===== config.mk =====
export PLATFORM = sky130hd
export DESIGN_NAME = quantum_counter
export DESIGN_NICKNAME = d
export VERILOG_FILES = /design/src/rtl/quantum_counter.sv
export SDC_FILE = /design/constraint.sdc
export NUM_CORES = 1
export LEC_CHECK = 0
export CORE_ASPECT_RATIO = 1.4
export CORE_MARGIN = 2
export CORE_UTILIZATION = 41
export DETAILED_ROUTE_END_ITERATION = 12
export PLACE_DENSITY_LB_ADDON = 0.08
export SYNTH_ARGS = -nofsm -noshare
export SYNTH_HDL_FRONTEND = slang
export SYNTH_SLANG_ARGS = --single-unit

===== constraint.sdc =====
create_clock -name clock_i -period 2.2 [get_ports clock_i]
set_clock_uncertainty 0.1 [all_clocks]
set_input_delay 0.44 -clock clock_i [delete_from_list [all_inputs] [get_ports clock_i]]
set_output_delay 0.44 -clock clock_i [all_outputs]
set_load 0.02 [all_outputs]

===== src/rtl/quantum_counter.sv =====
// quantum_counter: counts retired user instructions per quantum and latches the preempted user PC
module quantum_counter #(
  parameter int unsigned QUANTUM = 20,
  parameter int unsigned CNT_W   = 5,
  parameter int unsigned PC_W    = 32,
  parameter int unsigned PCNT_W  = 8
) (
  input  logic              clock_i,
  input  logic              reset_i,
  input  logic              instr_retire_i,
  input  logic              stall_i,
  input  logic              enable_so_i,
  input  logic              so_return_i,
  input  logic [PC_W-1:0]   pc_curr_i,
  output logic [CNT_W-1:0]  pc_counter_o,
  output logic              in_so_o,
  output logic [PC_W-1:0]   saved_pc_o,
  output logic              saved_valid_o,
  output logic              preempt_pulse_o,
  output logic [PCNT_W-1:0] preempt_count_o
);
  typedef enum logic [1:0] {SO, USER, SWITCH} state_e;
  state_e            state_q, state_d;
  logic [CNT_W-1:0]  cnt_q, cnt_d;
  logic              in_so_q, in_so_d;
  logic [PC_W-1:0]   saved_pc_q, saved_pc_d;
  logic              saved_valid_q, saved_valid_d;
  logic              pulse_q, pulse_d;
  logic [PCNT_W-1:0] pcnt_q, pcnt_d;
  // next state: OS waits for so_return, user counts or accepts preemption, switch lasts one cycle
  always_comb begin
    state_d       = state_q;
    cnt_d         = cnt_q;
    saved_pc_d    = saved_pc_q;
    saved_valid_d = saved_valid_q;
    pulse_d       = 1'b0;
    pcnt_d        = pcnt_q;
    case (state_q)
      SO: begin
        cnt_d = '0;
        if (so_return_i) begin
          state_d       = USER;
          saved_valid_d = 1'b0;
        end
      end
      USER: begin
        if (enable_so_i) begin
          state_d       = SWITCH;
          saved_pc_d    = pc_curr_i;
          saved_valid_d = 1'b1;
          pulse_d       = 1'b1;
          pcnt_d        = pcnt_q + 1'b1;
        end else if (instr_retire_i && !stall_i && cnt_q < CNT_W'(QUANTUM)) begin
          cnt_d = cnt_q + 1'b1;
        end
      end
      SWITCH: begin
        cnt_d   = '0;
        state_d = SO;
      end
      default: state_d = SO;
    endcase
    in_so_d = state_d != USER;
  end
  // state and output registers; the system boots in OS mode
  always_ff @(posedge clock_i) begin
    if (!reset_i) begin
      state_q       <= SO;
      cnt_q         <= '0;
      in_so_q       <= 1'b1;
      saved_pc_q    <= '0;
      saved_valid_q <= 1'b0;
      pulse_q       <= 1'b0;
      pcnt_q        <= '0;
    end else begin
      state_q       <= state_d;
      cnt_q         <= cnt_d;
      in_so_q       <= in_so_d;
      saved_pc_q    <= saved_pc_d;
      saved_valid_q <= saved_valid_d;
      pulse_q       <= pulse_d;
      pcnt_q        <= pcnt_d;
    end
  end
  assign pc_counter_o    = cnt_q;
  assign in_so_o         = in_so_q;
  assign saved_pc_o      = saved_pc_q;
  assign saved_valid_o   = saved_valid_q;
  assign preempt_pulse_o = pulse_q;
  assign preempt_count_o = pcnt_q;
endmodule

Yosys cells after proc, flatten, opt, wreduce, memory -nomap -nowiden

Cells that the tools add are included.

Bits in registers: 50
Output and inout bits: 48

Reduce and logical (&&, ||, !) cells: 11
Muxes and demuxes: 10
$lt $le $gt $ge: 1
Equal/unequal tests: 7
$add $sub $neg: 2

Operator list:

| kind                                                                   | count |
|---|---|
| 5-bit two-way mux                                                      | 2 |
| 5-bit case mux with 2 select lines                                     | 1 |
| 8-bit by 1-bit adder with 8-bit output (second input constant)         | 1 |
| 2-bit != test (second input constant)                                  | 4 |
| 3-bit AND reduction                                                    | 2 |
| 5-bit by 1-bit adder with 5-bit output (second input constant)         | 1 |
| 5-bit less-than comparator (second input constant)                     | 1 |
| 2-bit two-way mux                                                      | 2 |
| 2-bit case mux with 2 select lines                                     | 1 |
| 2-bit AND reduction                                                    | 2 |
| 2-bit nonzero test                                                     | 2 |
| 1-bit two-way mux                                                      | 3 |
| 2-bit by 1-bit equality test with 1-bit output (second input constant) | 1 |
| 2-bit equality test (second input constant)                            | 1 |
| 1-bit logical AND                                                      | 2 |
| 2-bit logical NOT                                                      | 1 |
| 2-bit by 1-bit != test with 1-bit output (second input constant)       | 1 |
| 1-bit case mux with 2 select lines                                     | 1 |
| 2-bit OR reduction                                                     | 1 |
| 1-bit logical NOT                                                      | 1 |

Logic depth before layout (Yosys ltp)

Depth in word-level cells: 6
Gate-level depth with buffers: 6

Worst setup path after synthesis

OpenSTA, ideal clock, no wires.

Path type: in2reg
Start: input port enable_so_i
End: register cnt_q[3], in the netlist pc_counter_o[3]
Setup slack: 0.604 ns
Setup time: 0.072 ns
Stages: 3
Buffers on the path: 0
Data arrival time: 1.424 ns
Cell sequence: or4b_4 nor4b_2 mux2i_1

Longest elaborated chain between the ends: 2

Ends and longest elaborated chain:

| element                              | line | text |
|---|---|---|
| start, declared                      | 12   | `input logic enable_so_i,` |
| 2-bit != test (no source line)       | n/a  |  |
| 3-bit AND reduction (no source line) | n/a  |  |
| end signal, assigned                 | 77   | `cnt_q <= cnt_d;` |
| end, declared                        | 24   | `logic [CNT_W-1:0] cnt_q, cnt_d;` |

Every way passes these cells.
A chain may end at the register's enable or synchronous reset.

Worst setup path in the final report

Start: register pcnt_q[3], in the netlist preempt_count_o[3]
End: output port preempt_count_o[3]

RTL lines:

| element                | line | text |
|---|---|---|
| start, declared        | 29   | `logic [PCNT_W-1:0] pcnt_q, pcnt_d;` |
| start signal, assigned | 82   | `pcnt_q <= pcnt_d;` |
| end, declared          | 20   | `output logic [PCNT_W-1:0] preempt_count_o` |

No word-level cell between the ends.

==> out/metrics.yaml <==
p_comb_frac: 0.136
via_per_inst: 4.94
ant_nets: 0
r2r_cells: 3
leakagePower_nw: 1.01
synthCells: 224
worst_pin_slew_ps: 453
root_buffer: "clkbuf_8"
cts_resized: 0
run_status: "completed"
clkTransAtPathRegs_ps: 90
fmax_ghz: 0.520
drt_iter0_markers: 89
layout_min_cycle_time_ps: 1920
endpoint_kind: "output pin"
synth_top_cells_by_area: "dfxtp_1, nand2_1, a21oi_1"
cp_top_family: "buffers and inverters"
synth_largest_area_cell: "dfxtp_1"
power_density_nw_per_um2: 615
synth_edf_count: 0
holdPathEnd: "saved_pc_o[16]$_SDFFE_PN0P_"
port_buffers: 85
fin_total_pwr_w: 0.00180
synth_top_area_frac: 0.536
r2r_start: "state_q[0]$_SDFF_PN0_"
grt_pass1_wl_um: 7520
postCtsHoldBufs: 0
async_flop_share: 0
post_cts_buffers: 0
clock_latency_ps: 290
ys.flop_type: "dfxtp_1"
cts_tree: "done"
grt_usage: 0.190
die_x_um: 61.0
intPower_w: 0.00138
die-area_sq_um: 5120
drv_slew: 0
antennaDiodeCount: 0
pwr-share-clk: 0.336
coreArea_sq_um: 4460
antenna_found_initial: 0
cp.buffers_inverters: 1
finalSetupViolations: 0
wirelength_um: 4540
drc_errors: 0
vdd_drop_max_mv: 0.464
start_util: 0.419
dp_hpwl_um: 3180
cp_data_arrival_time_ps: 1380
crit_chain: "clkdlybuf4s50_1"
syn_avg_cell_area_sq_um: 8.34
grt_pass1_vias: 1768
rsz0062_at_grt: "false"
final_nets: 349
clock_sinks: 50
synth_cell_types: 32
hold_path.class: "reg -> reg"
cpMaxStageDelayCell: "clkdlybuf4s50_1"
synth_warnings: 0
num_rows: 29
period_share: 0.875
htreeDepth: 2
rrSetupSlack_ps: 570
syn_to_final_growth_pct: 56.5
layout-drive-gt1-share: 0.0613
hold_depth: 2
switchingPower_w: 0.000414
first_pass_iters: 4
ys_top_cells_by_count: "nand2_1, dfxtp_1, a21oi_1"
critical_path_class: "reg -> out"
r2r-end: "preempt_count_o[7]$_SDFFE_PN0P_"
hold_path.startpoint: "saved_pc_o[16]$_SDFFE_PN0P_"
hold_violations: 0
wl_per_cell_um: 12.2
p_seq_frac: 0.528
tns_ps: 0
routed-via-count: 1837
critPathRequiredTime_ps: 1660
grt-ovfl-total: 0
place_congestion: 0.767
relSlewSlack: 0.698
cp_max_fo: 7
cap_violations: 0
synth_fp_nets: 264
ios: 86
yosysSeqAreaShare: 0.536
netSwitchingFraction: 0.230
die_h_um: 83.9
grt_max_degree: 45
max_stage_delay_ps: 650
clock_path_buffers: 2
yosysMostFrequentCell: "nand2_1"
ys_ff_latch: 50
cts_buffers: 5
synth_area_sq_um: 1870
worstSetupStartpointType: "flip-flop"
==> placed cells by master (no fill, tap or decap), types with 4 or more instances in the layout <==
cell type,instances
o21ai_0,8
or3_1,4
clkbuf_8,8
nand2_1,70
nand3_1,4
buf_4,4
clkdlybuf4s50_1,85
nor2_1,6
dfxtp_1,50
a21oi_1,41
==> power by group through the flow <==
stage                     sequential, W  clock (W)  combinational (W)
final                          0.000950   0.000604           0.000244
after global routing           0.000954   0.000665           0.000265
after CTS                      0.000951   0.000634           0.000248
after detailed placement       0.000972          0           0.000246
after global placement         0.000971          0           0.000246
after floorplan                 0.00100          0          0.0000710
==> final cells by class <==
class | count | area (sq um)
clock buffers | 8 | 110
fillers | 408 | 1540
inverters | 2 | 7.51
multi-input cells | 159 | 807
flip-flops and latches | 50 | 1000
well taps | 62 | 77.6
repair buffers | 91 | 921
==> state kept, by name, indices dropped and copies added, names as in the netlist <==
| signal | cells |
|---|---|
| saved_valid_o | 1 |
| preempt_count_o | 8 |
| preempt_pulse_o | 1 |
| saved_pc_o | 32 |
| pc_counter_o | 5 |
| in_so_o | 1 |
| state_q | 2 |
==> metal layers <==
layer  global-route usage  vias to the layer above  part of all wire
met3               0.0651                        7             0.062
met2                0.311                       46              0.52
met4               0.0830                        0             0.017
met5                    0                        -                 0
li1                     -                      926                 -
met1                0.215                      858              0.40
==> through the flow <==
stage / std cells / hold slack, ps / setup slack, ps / instance area, sq um / util
after CTS: 372 / 359 / 263 / 2920 / 0.655
after global routing: 372 / 372 / 203 / 2920 / 0.655
after global placement: 364 / 341 / 93.7 / 2810 / 0.631
final: 372 / 358 / 275 / 2920 / 0.655
after floorplan: 224 / 399 / 604 / 1870 / -
after detailed placement: 364 / 346 / 75.2 / 2810 / 0.631
==> cell families after synthesis <==
logic type | count (synthesis) | share of synthesized area
XOR/XNOR | 2 | 0.00938
adder cells (fa/ha/maj) | 2 | 0.0134
AND/OR/NAND/NOR | 98 | 0.242
multiplexers | 2 | 0.0107
flip-flops | 50 | 0.536
buffers and inverters | 15 | 0.0321
AO/OA/AOI/OAI | 55 | 0.157
==> how the worst max path moves through the flow <==
stage / startpoint / end / slack (ps) / depth (start not counted)
after floorplan: enable_so_i / pc_counter_o[3]$_SDFFE_PN0P_ / 600 / 3
after global placement: enable_so_i / pc_counter_o[3]$_SDFFE_PN0P_ / 90 / 4
after detailed placement: enable_so_i / pc_counter_o[3]$_SDFFE_PN0P_ / 80 / 4
after CTS: preempt_count_o[3]$_SDFFE_PN0P_ / preempt_count_o[3] / 260 / 1
after global routing: pc_counter_o[2]$_SDFFE_PN0P_ / pc_counter_o[2] / 200 / 1
final: preempt_count_o[3]$_SDFFE_PN0P_ / preempt_count_o[3] / 280 / 1
(Power assumes the default switching activity.)
==> RTL change, RTL diff (config.mk and constraints unchanged) <==
Set the parameter `PCNT_W` to 7 (it was 8).
--- a/src/rtl/quantum_counter.sv
+++ b/src/rtl/quantum_counter.sv
@@ -5,3 +5,3 @@
   parameter int unsigned PC_W    = 32,
-  parameter int unsigned PCNT_W  = 8
+  parameter int unsigned PCNT_W  = 7
 ) (
Ports: changed (resized preempt_count_o); port bits go from 86 to 85. The function was not compared with the original's and may differ.
==> RTL change against the original RTL <==
Via count fell by 3.9%; sequential cell count decreased by 1; power increased by 1.6%; largest power group unchanged; clock power grew 8.6%; critical path depth is the same; critical endpoint is now preempt_count_o[0]; synthesized area fell by 3.3%; fmax is 1.3% higher; design area decreased by 1.8%; wire length is 4.0% lower; highest routed layer unchanged; setup slack better by 0.025 ns.
==> RTL change: results (changes against the original RTL) <==
.. list-table::
   :header-rows: 1

   * - Metric
     - Value
   * - Number of distinct library cell variants in the gate-level netlist after synthesis
     - 28 (-13%)
   * - Net count after synthesis
     - 257 (-2.7%)
   * - Clock share of power
     - 35.9% (+2.3 points)
   * - Number of non-filler instances in the completed layout
     - 367 (-1.3%)
   * - Portion of total power attributed to combinational logic
     - 13.2% (-0.4 points)
   * - Synth area leaders
     - sky130_fd_sc_hd__dfxtp_1, sky130_fd_sc_hd__nand2_1, sky130_fd_sc_hd__a21oi_1, sky130_fd_sc_hd__o21ai_0, sky130_fd_sc_hd__or3_1
   * - ANT cells
     - 0 (unchanged)
   * - Worst flop-to-flop path endpoint
     - pc_counter_o[0]
   * - Number of global-route vias before repair
     - 1614 (-8.7%)
   * - Post-placement setup slack
     - 0.09873 ns (+0.02355 ns)
   * - Hold path start
     - saved_pc_o[26]
   * - Starting DRC count in detailed routing
     - 80 (-10%)
   * - Pin count of the biggest net entering global routing
     - 31 (-31%)
   * - Min Hold Slack
     - 0.3547 ns (-0.003033 ns)
   * - Cell area after placement
     - 2756 µm² (-2.0%)
   * - Cell types with the highest counts after synthesis
     - sky130_fd_sc_hd__nand2_1, sky130_fd_sc_hd__dfxtp_1, sky130_fd_sc_hd__a21oi_1
   * - Origin of the critical flop-to-flop path
     - state_q[1]
   * - Share of post-route cells with drive strength above 1
     - 5.863% (-0.27 points)
   * - Post-detailed-routing wire length
     - 4352 µm (-4.0%)
   * - HPWL reported at the end of detailed placement
     - 3156 µm (-0.75%)
   * - Global-route total usage across every layer
     - 18.46% (-0.55 points)
   * - Internal power
     - 1420 µW (+2.5%)
   * - Worst min-delay path endpoint
     - saved_pc_o[26]
   * - Max-slew headroom at the worst pin
     - 79.37% (+9.6 points)
   * - Outcome
     - finished clean
   * - Wire length of the first global-routing pass
     - 7017 µm (-6.7%)
   * - Worst hold stages
     - 2 (unchanged)
   * - Number of instances in the synthesized netlist
     - 217 (-3.1%)
   * - Worst Path Max Fanout
     - 5 (-2)
   * - Buffers on Ports
     - 84 (-1.2%)
   * - Sequential area share after synthesis
     - 54.33% (+0.75 points)
   * - Vias
     - 1766 (-3.9%)
[RTL change: cell types whose count changed after synthesis, moves of 2 or more]
cell	delta
sky130_fd_sc_hd__o31ai_1	-2
sky130_fd_sc_hd__o211ai_1	+2
sky130_fd_sc_hd__nand3_1	-4
sky130_fd_sc_hd__nor2_1	-2
sky130_fd_sc_hd__nand2_1	+2
sky130_fd_sc_hd__buf_1	-2
[RTL change: cells by family after synthesis]
family | share of synthesized area [%]
mux | 0.5544
xor+xnor | 0.4852
compound gates | 15.38
simple gates | 24.74
flops | 54.33
fa+ha+maj | 1.386
buf+inv | 3.118
[RTL change: worst max-delay path by stage]
stage	start	endpoint	slack [ns]	depth (start not counted)
2_1_floorplan	enable_so_i	pc_counter_o[0]	0.61	3
3_3_place_gp	enable_so_i	pc_counter_o[0]	0.13	4
3_5_place_dp	enable_so_i	pc_counter_o[0]	0.1	4
4_1_cts	preempt_count_o[0]	preempt_count_o[0]	0.27	1
5_1_grt	pc_counter_o[2]	pc_counter_o[2]	0.21	1
6_report	preempt_count_o[0]	preempt_count_o[0]	0.30	1
[RTL change: metal layers]
metal  vias up  track usage [%]  routed length, µm
met4         0            6.889                 54
met1       787            20.58               1777
met3         6            7.165                326
met5         -                0                  0
met2        64            31.30               2194
li1        909                -                  -
[RTL change: area by class of cell]
| cell class | count | area [µm²] |
|---|---|---|
| fillers | 376 | 1366 |
| flip-flops and latches | 49 | 980.9 |
| repair buffers | 93 | 920.9 |
| multi-input cells | 154 | 768.2 |
| clock buffers | 7 | 86.33 |
| well taps | 60 | 75.07 |
| clock inverters | 1 | 30.03 |
| inverters | 3 | 11.26 |
